==> config.mk <==
export PLATFORM = sky130hd
export DESIGN_NAME = fetch_unit_flat
export DESIGN_NICKNAME = d
export VERILOG_FILES = /design/src/rtl/fetch_unit_if.sv /design/src/rtl/fetch_unit.sv /design/src/flat_wrapper.sv
export SDC_FILE = /design/constraint.sdc
export NUM_CORES = 1
export LEC_CHECK = 0
export CORE_ASPECT_RATIO = 0.5
export CORE_UTILIZATION = 40
export CTS_CLUSTER_DIAMETER = 120
export CTS_CLUSTER_SIZE = 16
export DETAILED_ROUTE_END_ITERATION = 10
export PLACE_DENSITY = 0.74
export SYNTH_ARGS = -nofsm -noshare
export SYNTH_HDL_FRONTEND = slang
export SYNTH_SLANG_ARGS = --single-unit
==> constraint.sdc <==
create_clock -name Clock_i -period 3.2 [get_ports Clock_i]
set_clock_uncertainty 0.1 [all_clocks]
set_input_delay 0.96 -clock Clock_i [delete_from_list [all_inputs] [get_ports Clock_i]]
set_output_delay 0.96 -clock Clock_i [all_outputs]
set_load 0.005 [all_outputs]
==> src/rtl/fetch_unit_if.sv <==
// Fetch unit bus bundle: instruction memory req/ack and IF/ID valid/stall.
// The master side is the fetch unit; the slave side is memory plus ID.
interface fetch_unit_if;
  logic        Stall_i;
  logic        Redirect_i;
  logic [31:0] RedirectAddr_i;
  logic        IMemReq_o;
  logic [31:0] IMemAddr_o;
  logic        IMemAck_i;
  logic [31:0] IMemData_i;
  logic        Valid_o;
  logic [31:0] Inst_o;
  logic [31:0] PC4_o;

  modport master (
    input  Stall_i,
    input  Redirect_i,
    input  RedirectAddr_i,
    input  IMemAck_i,
    input  IMemData_i,
    output IMemReq_o,
    output IMemAddr_o,
    output Valid_o,
    output Inst_o,
    output PC4_o
  );

  modport slave (
    output Stall_i,
    output Redirect_i,
    output RedirectAddr_i,
    output IMemAck_i,
    output IMemData_i,
    input  IMemReq_o,
    input  IMemAddr_o,
    input  Valid_o,
    input  Inst_o,
    input  PC4_o
  );
endinterface

==> src/rtl/fetch_unit.sv <==
// Instruction fetch stage: owns the PC, fetches over req/ack and
// presents one instruction at a time to IF/ID, dropping wrong-path data.
module fetch_unit #(
  parameter logic [31:0] RESET_PC = 32'h0000_0000
) (
  input  logic         Clock_i,
  input  logic         Reset_n_i,
  fetch_unit_if.master bus
);

  typedef enum logic [1:0] {
    IDLE,
    FETCH,
    DRAIN,
    FULL
  } state_e;

  state_e      state_q, state_d;
  logic [31:0] addr_q, addr_d;
  logic [31:0] pend_q, pend_d;
  logic [31:0] inst_q, inst_d;
  logic [31:0] pc4_q, pc4_d;
  logic [31:0] redir;

  assign redir = bus.RedirectAddr_i & 32'hFFFF_FFFC;

  always_ff @(posedge Clock_i) begin
    if (!Reset_n_i) begin
      state_q <= IDLE;
      addr_q  <= RESET_PC;
      pend_q  <= 32'h0;
      inst_q  <= 32'h0;
      pc4_q   <= 32'h0;
    end else begin
      state_q <= state_d;
      addr_q  <= addr_d;
      pend_q  <= pend_d;
      inst_q  <= inst_d;
      pc4_q   <= pc4_d;
    end
  end

  always_comb begin
    state_d = state_q;
    addr_d  = addr_q;
    pend_d  = pend_q;
    inst_d  = inst_q;
    pc4_d   = pc4_q;
    unique case (state_q)
      IDLE: begin
        state_d = FETCH;
        if (bus.Redirect_i) addr_d = redir;
      end
      FETCH: begin
        if (bus.IMemAck_i) begin
          if (bus.Redirect_i) begin
            addr_d = redir;
          end else begin
            inst_d  = bus.IMemData_i;
            pc4_d   = addr_q + 32'd4;
            state_d = FULL;
          end
        end else if (bus.Redirect_i) begin
          // request cannot be withdrawn; park the target
          pend_d  = redir;
          state_d = DRAIN;
        end
      end
      DRAIN: begin
        if (bus.IMemAck_i) begin
          addr_d  = bus.Redirect_i ? redir : pend_q;
          state_d = FETCH;
        end else if (bus.Redirect_i) begin
          pend_d = redir;
        end
      end
      FULL: begin
        if (bus.Redirect_i) begin
          addr_d  = redir;
          state_d = FETCH;
        end else if (!bus.Stall_i) begin
          addr_d  = pc4_q;
          state_d = FETCH;
        end
      end
      default: state_d = IDLE;
    endcase
  end

  assign bus.IMemReq_o  = (state_q == FETCH) || (state_q == DRAIN);
  assign bus.IMemAddr_o = addr_q;
  assign bus.Valid_o    = (state_q == FULL);
  assign bus.Inst_o     = inst_q;
  assign bus.PC4_o      = pc4_q;

endmodule

==> src/flat_wrapper.sv <==
// flat-port wrapper written by rule: the top's interface ports become plain ports
module fetch_unit_flat 
#(
  parameter logic [31:0] RESET_PC = 32'h0000_0000
)
  (Clock_i, Reset_n_i, bus_Stall_i, bus_Redirect_i, bus_RedirectAddr_i, bus_IMemAck_i, bus_IMemData_i, bus_IMemReq_o, bus_IMemAddr_o, bus_Valid_o, bus_Inst_o, bus_PC4_o);
  fetch_unit_if bus_i ();
  input  logic Clock_i;
  input  logic Reset_n_i;
  input wire logic [$bits(bus_i.Stall_i)-1:0] bus_Stall_i;
  input wire logic [$bits(bus_i.Redirect_i)-1:0] bus_Redirect_i;
  input wire logic [$bits(bus_i.RedirectAddr_i)-1:0] bus_RedirectAddr_i;
  input wire logic [$bits(bus_i.IMemAck_i)-1:0] bus_IMemAck_i;
  input wire logic [$bits(bus_i.IMemData_i)-1:0] bus_IMemData_i;
  output wire logic [$bits(bus_i.IMemReq_o)-1:0] bus_IMemReq_o;
  output wire logic [$bits(bus_i.IMemAddr_o)-1:0] bus_IMemAddr_o;
  output wire logic [$bits(bus_i.Valid_o)-1:0] bus_Valid_o;
  output wire logic [$bits(bus_i.Inst_o)-1:0] bus_Inst_o;
  output wire logic [$bits(bus_i.PC4_o)-1:0] bus_PC4_o;
  assign bus_i.Stall_i = bus_Stall_i;
  assign bus_i.Redirect_i = bus_Redirect_i;
  assign bus_i.RedirectAddr_i = bus_RedirectAddr_i;
  assign bus_i.IMemAck_i = bus_IMemAck_i;
  assign bus_i.IMemData_i = bus_IMemData_i;
  assign bus_IMemReq_o = bus_i.IMemReq_o;
  assign bus_IMemAddr_o = bus_i.IMemAddr_o;
  assign bus_Valid_o = bus_i.Valid_o;
  assign bus_Inst_o = bus_i.Inst_o;
  assign bus_PC4_o = bus_i.PC4_o;
  fetch_unit #(.RESET_PC(RESET_PC)) u_core (.Clock_i(Clock_i), .Reset_n_i(Reset_n_i), .bus(bus_i));
endmodule
After elaboration in Yosys (flattened, before gate mapping) --
Index checks and enable logic that the tools add are counted.
Operators by class: add/subtract/negate cells 1, reduce and logical (&&, ||, !) cells 7, mux-type cells 14, bitwise operators 2, equality and inequality tests 8
Operator list (count):
- 2-to-1 mux 32 bit | 6
- case mux 32 bit (4 select lines) | 1
- adder 32 x 3 -> 32 bit (second input constant) | 1
- 2-to-1 mux 2 bit | 6
- inequality test 3 bit (second input constant) | 3
- case mux 2 bit (4 select lines) | 1
- AND reduction 3 bit | 2
- == test 2 bit (second input constant) | 2
- inequality test 2 bit (second input constant) | 2
- AND reduction 4 bit | 1
- == test 2 x 1 -> 1 bit (second input constant) | 1
- logical NOT 2 bit | 1
- inverter 1 bit | 2
- AND reduction 2 bit | 1
- OR reduction 2 bit | 1
- logical OR 1 bit | 1
Storage, ports and cells: flip-flop bits (word level) 130, output and inout bits 98, word-level logic and storage cells 37

Longest topological paths before layout --
depth in word-level cells 3, mapped depth 8, mapped depth without buffers 6

Least setup slack after synthesis --
OpenSTA, ideal clock, no wires.
path kind input-to-reg, start input port bus_Redirect_i, end register u_core.inst_q[10] (netlist: u_core.bus.Inst_o[10]), library setup time 0.070 ns, path buffers 3, stages on the path 6, arrival time 2.130 ns, path slack 0.899 ns, cells stage by stage clkbuf_1 -> nand3b_1 -> clkbuf_1 -> buf_1 -> nand2_1 -> a21oi_1
On the way: longest elaborated chain between the ends 2
Ends and longest elaborated chain:
- start: declaration | line flat_wrapper.sv:11 | input wire logic [$bits(bus_i.Redirect_i)-1:0] bus_Redirect_i;
- inverter 1 bit (no line)
- AND reduction 3 bit (no line)
- end signal: assignment | line fetch_unit.sv:38 | inst_q <= inst_d;
- end: declaration | line fetch_unit.sv:21 | logic [31:0] inst_q, inst_d;
Every way passes these cells. A chain may end at the register's enable or synchronous reset.

Worst setup path in the final report --
start register u_core.state_q[0], end output port bus_IMemReq_o
On the way: longest elaborated chain between the ends 2
Ends and longest elaborated chain:
- start: declaration | line fetch_unit.sv:18 | state_e state_q, state_d;
- start signal: assignment | line fetch_unit.sv:35 | state_q <= state_d;
- == test 2 x 1 -> 1 bit / == test 2 bit (equally long branches) | line fetch_unit.sv:90 | assign bus.IMemReq_o = (state_q == FETCH) || (state_q == DRAIN);
- logical OR 1 bit (*) | line fetch_unit.sv:90
- end: declaration | line flat_wrapper.sv:15 | output wire logic [$bits(bus_i.IMemReq_o)-1:0] bus_IMemReq_o;
Every way passes the cells marked *; elsewhere a longest branch is shown, timed or not.

==> results.ini <==
[synth]
yosysUniqueCellTypes=45
synth.most_common_cell=nand2_1
yosysWarnings=0
async_flop_share_pct=0
synth_cells=757
yosys.area.top_type_share_pct=44.6
synth_edf_count=0
synthFlopType=dfxtp_1
ys_seq_area_share_pct=44.6
synth.ff_latch_count=130
netlist_area_sq_um=5840
synth_common_cells=nand2_1, a21oi_1, dfxtp_1, clkbuf_1, nor2_1
synth_nets=830
avgSynthCellArea_sq_um=7.71
yosys-top-cells-area=dfxtp_1, a21oi_1, nand2_1
synth_top_cell_by_area=dfxtp_1

[global_routing]
grt_use_total_pct=23.6
grt_first_pass_wirelength_mm=29.0
first_global_vias=5739
antenna_found_initial=0
gr-total-overflow=0
grt_max_degree=65

[worst_setup_path]
path_class=register to primary output
reg2reg_slack_ps=840
cp_slowest_cell=clkdlybuf4s50_1
crit_required_ps=2140
path_max_fanout=5
reg2reg_from=u_core.state_q[0]$_SDFFE_PN0P_
crit_chain=inv_1 -> ha_1 -> inv_1 -> clkdlybuf4s50_1
crit_path_start=u_core.state_q[0]$_SDFFE_PN0P_
worstSetupStartpointType=register
crit_path_end_kind=primary output
crit_top_cell=inv_1
cpPeakStageDelay_ps=510
cp.arrival_ps=1820

[sta]
layout_min_cycle_time_ps=2880
fmax_mhz=347
rsz0062_at_grt=no
finalSetupTns_ps=0
tightest_slew_ps=727
maxSlewHeadroom_pct=51.2
finalCritPeriodShare_pct=90.0
finalSetupViolCount=0
drv_slew=0
fin_ws_ps=320
hold_viol=0

[place]
dpl_worst_slack_ps=341
gp_congestion=0.825
numPortBuffers=164
dpl.hpwl_mm=11.9

[cts]
clockRootBuffer=clkbuf_16
holdBufCountCts=0
clk_pin_slew_worst_paths_ps=60
h-tree-depth=4
clkSinkCount=130
clk_latency_ps=410
post_cts_buffers=0
clock_path_buffers=2
cts_tree=yes
numCtsBuffers=17
cts_resized=0

[drt]
dr_total_vias=6165
wire_per_inst_microns=16.2
drt_wl_total_mm=17.9
drtIter0Drc=522
vias_per_cell=5.57
drc=0
drt_pass1_iterations=5
drtAntennaViolNets=0

[floorplan]
std_cell_rows=30
initial_core_util_pct=42.0
die_x_microns=173
die_area_sq_um=15100
pin_count=167
design.core.area_sq_um=13900
die_h_microns=87.4

[power_and_ir_drop]
vdd_drop_max_mv=0.336
power_density_nw_per_um2=533
leakage_nw=2.81

[finish]
seqCellArea_sq_um=2600
multi_input_area_sq_um=2940
fillers=1232
layout-drive-gt1-share_pct=7.44
areaGrowthSynthToFinish_pct=42.0
final_nets=974
antenna_cells=0

[status]
status=completed

[flow_run]
drv_cap=0

[worst_hold_path]
hp-start=u_core.bus.Inst_o[13]$_SDFFE_PN0P_
min_path_type=register to register

-- power by group --
group | switching, mW | internal, mW
sequential | 0.120 | 1.71
combinational | 0.289 | 0.327
clock | 0.799 | 1.17
-- final timing paths --
path	end	depth (start not counted)
worst max-delay path	bus_IMemReq_o	4
worst min-delay path	u_core.bus.Inst_o[13]$_SDFFE_PN0P_	2
worst max register to register	u_core.bus.IMemAddr_o[11]$_SDFFE_PN0P_	6
worst min register to register	u_core.bus.Inst_o[13]$_SDFFE_PN0P_	2
-- layout by cell type (no fill, tap or decap), types with 6 or more instances in the layout --
cell type	count
nor3_1	15
a31oi_1	8
nor2_1	47
o21ai_0	31
a211oi_1	36
dfxtp_1	130
a21oi_1	135
buf_4	23
nand3_1	13
a22oi_1	30
and3_1	6
nand2_1	153
nand4_1	9
inv_1	7
a311oi_1	6
inv_6	6
or4_1	7
clkdlybuf4s50_1	164
clkbuf_16	17
xor2_1	6
-- sequential cells by signal, summed over array words and instances (netlist names) --
| register | count |
|---|---|
| u_core.bus.IMemAddr_o | 32 |
| u_core.bus.Inst_o | 32 |
| u_core.bus.PC4_o | 32 |
| u_core.pend_q | 32 |
| u_core.state_q | 2 |
-- metrics by stage --
step / std cells / hold slack, ps / power, mW / area (sq um) / util (%)
2_1_floorplan: 757 / 337 / 2.12 / 5840 / -
3_5_place_dp: 1074 / 347 / 2.47 / 7690 / 55.4
4_1_cts: 1106 / 354 / 4.44 / 8290 / 59.7
6_report: 1106 / 352 / 4.42 / 8290 / 59.7
3_3_place_gp: 1074 / 341 / 2.46 / 7690 / 55.4
5_1_grt: 1106 / 368 / 4.60 / 8290 / 59.7
-- area by class of cell --
cell class	count	area share [%]
Multi-Input combinational cell	554	35.5
Sequential cell	130	31.4
Timing Repair Buffer	190	22.6
Clock buffer	17	5.13
Tap cell	192	2.90
Clock inverter	15	2.05
Inverter	8	0.377
-- critical path, delay by kind of cell, from the launching register on --
| family | cells | cell delay, ps |
|---|---|---|
| fa+ha+maj | 1 | 320 |
| flops | 1 | 410 |
| buf+inv | 3 | 680 |
-- routing by layer --
metal	track usage (%)	vias to the layer above	routed length, microns
met5	0	-	0
met4	8.29	0	181
met3	4.97	22	1250
met2	39.4	249	8480
met1	30.4	2913	8020
li1	-	2981	-
-- logic make-up (layout without fill, tap and decap cells) --
family          count (synthesis)  count (layout)  synth area share, %
xor+xnor                       10              10                 1.50
fa+ha+maj                       4               4                0.857
simple gates                  279             279                 21.4
buf+inv                        73             230                 5.17
flops                         130             130                 44.6
compound gates                261             261                 26.5
Power figures use the tool's default switching activity.
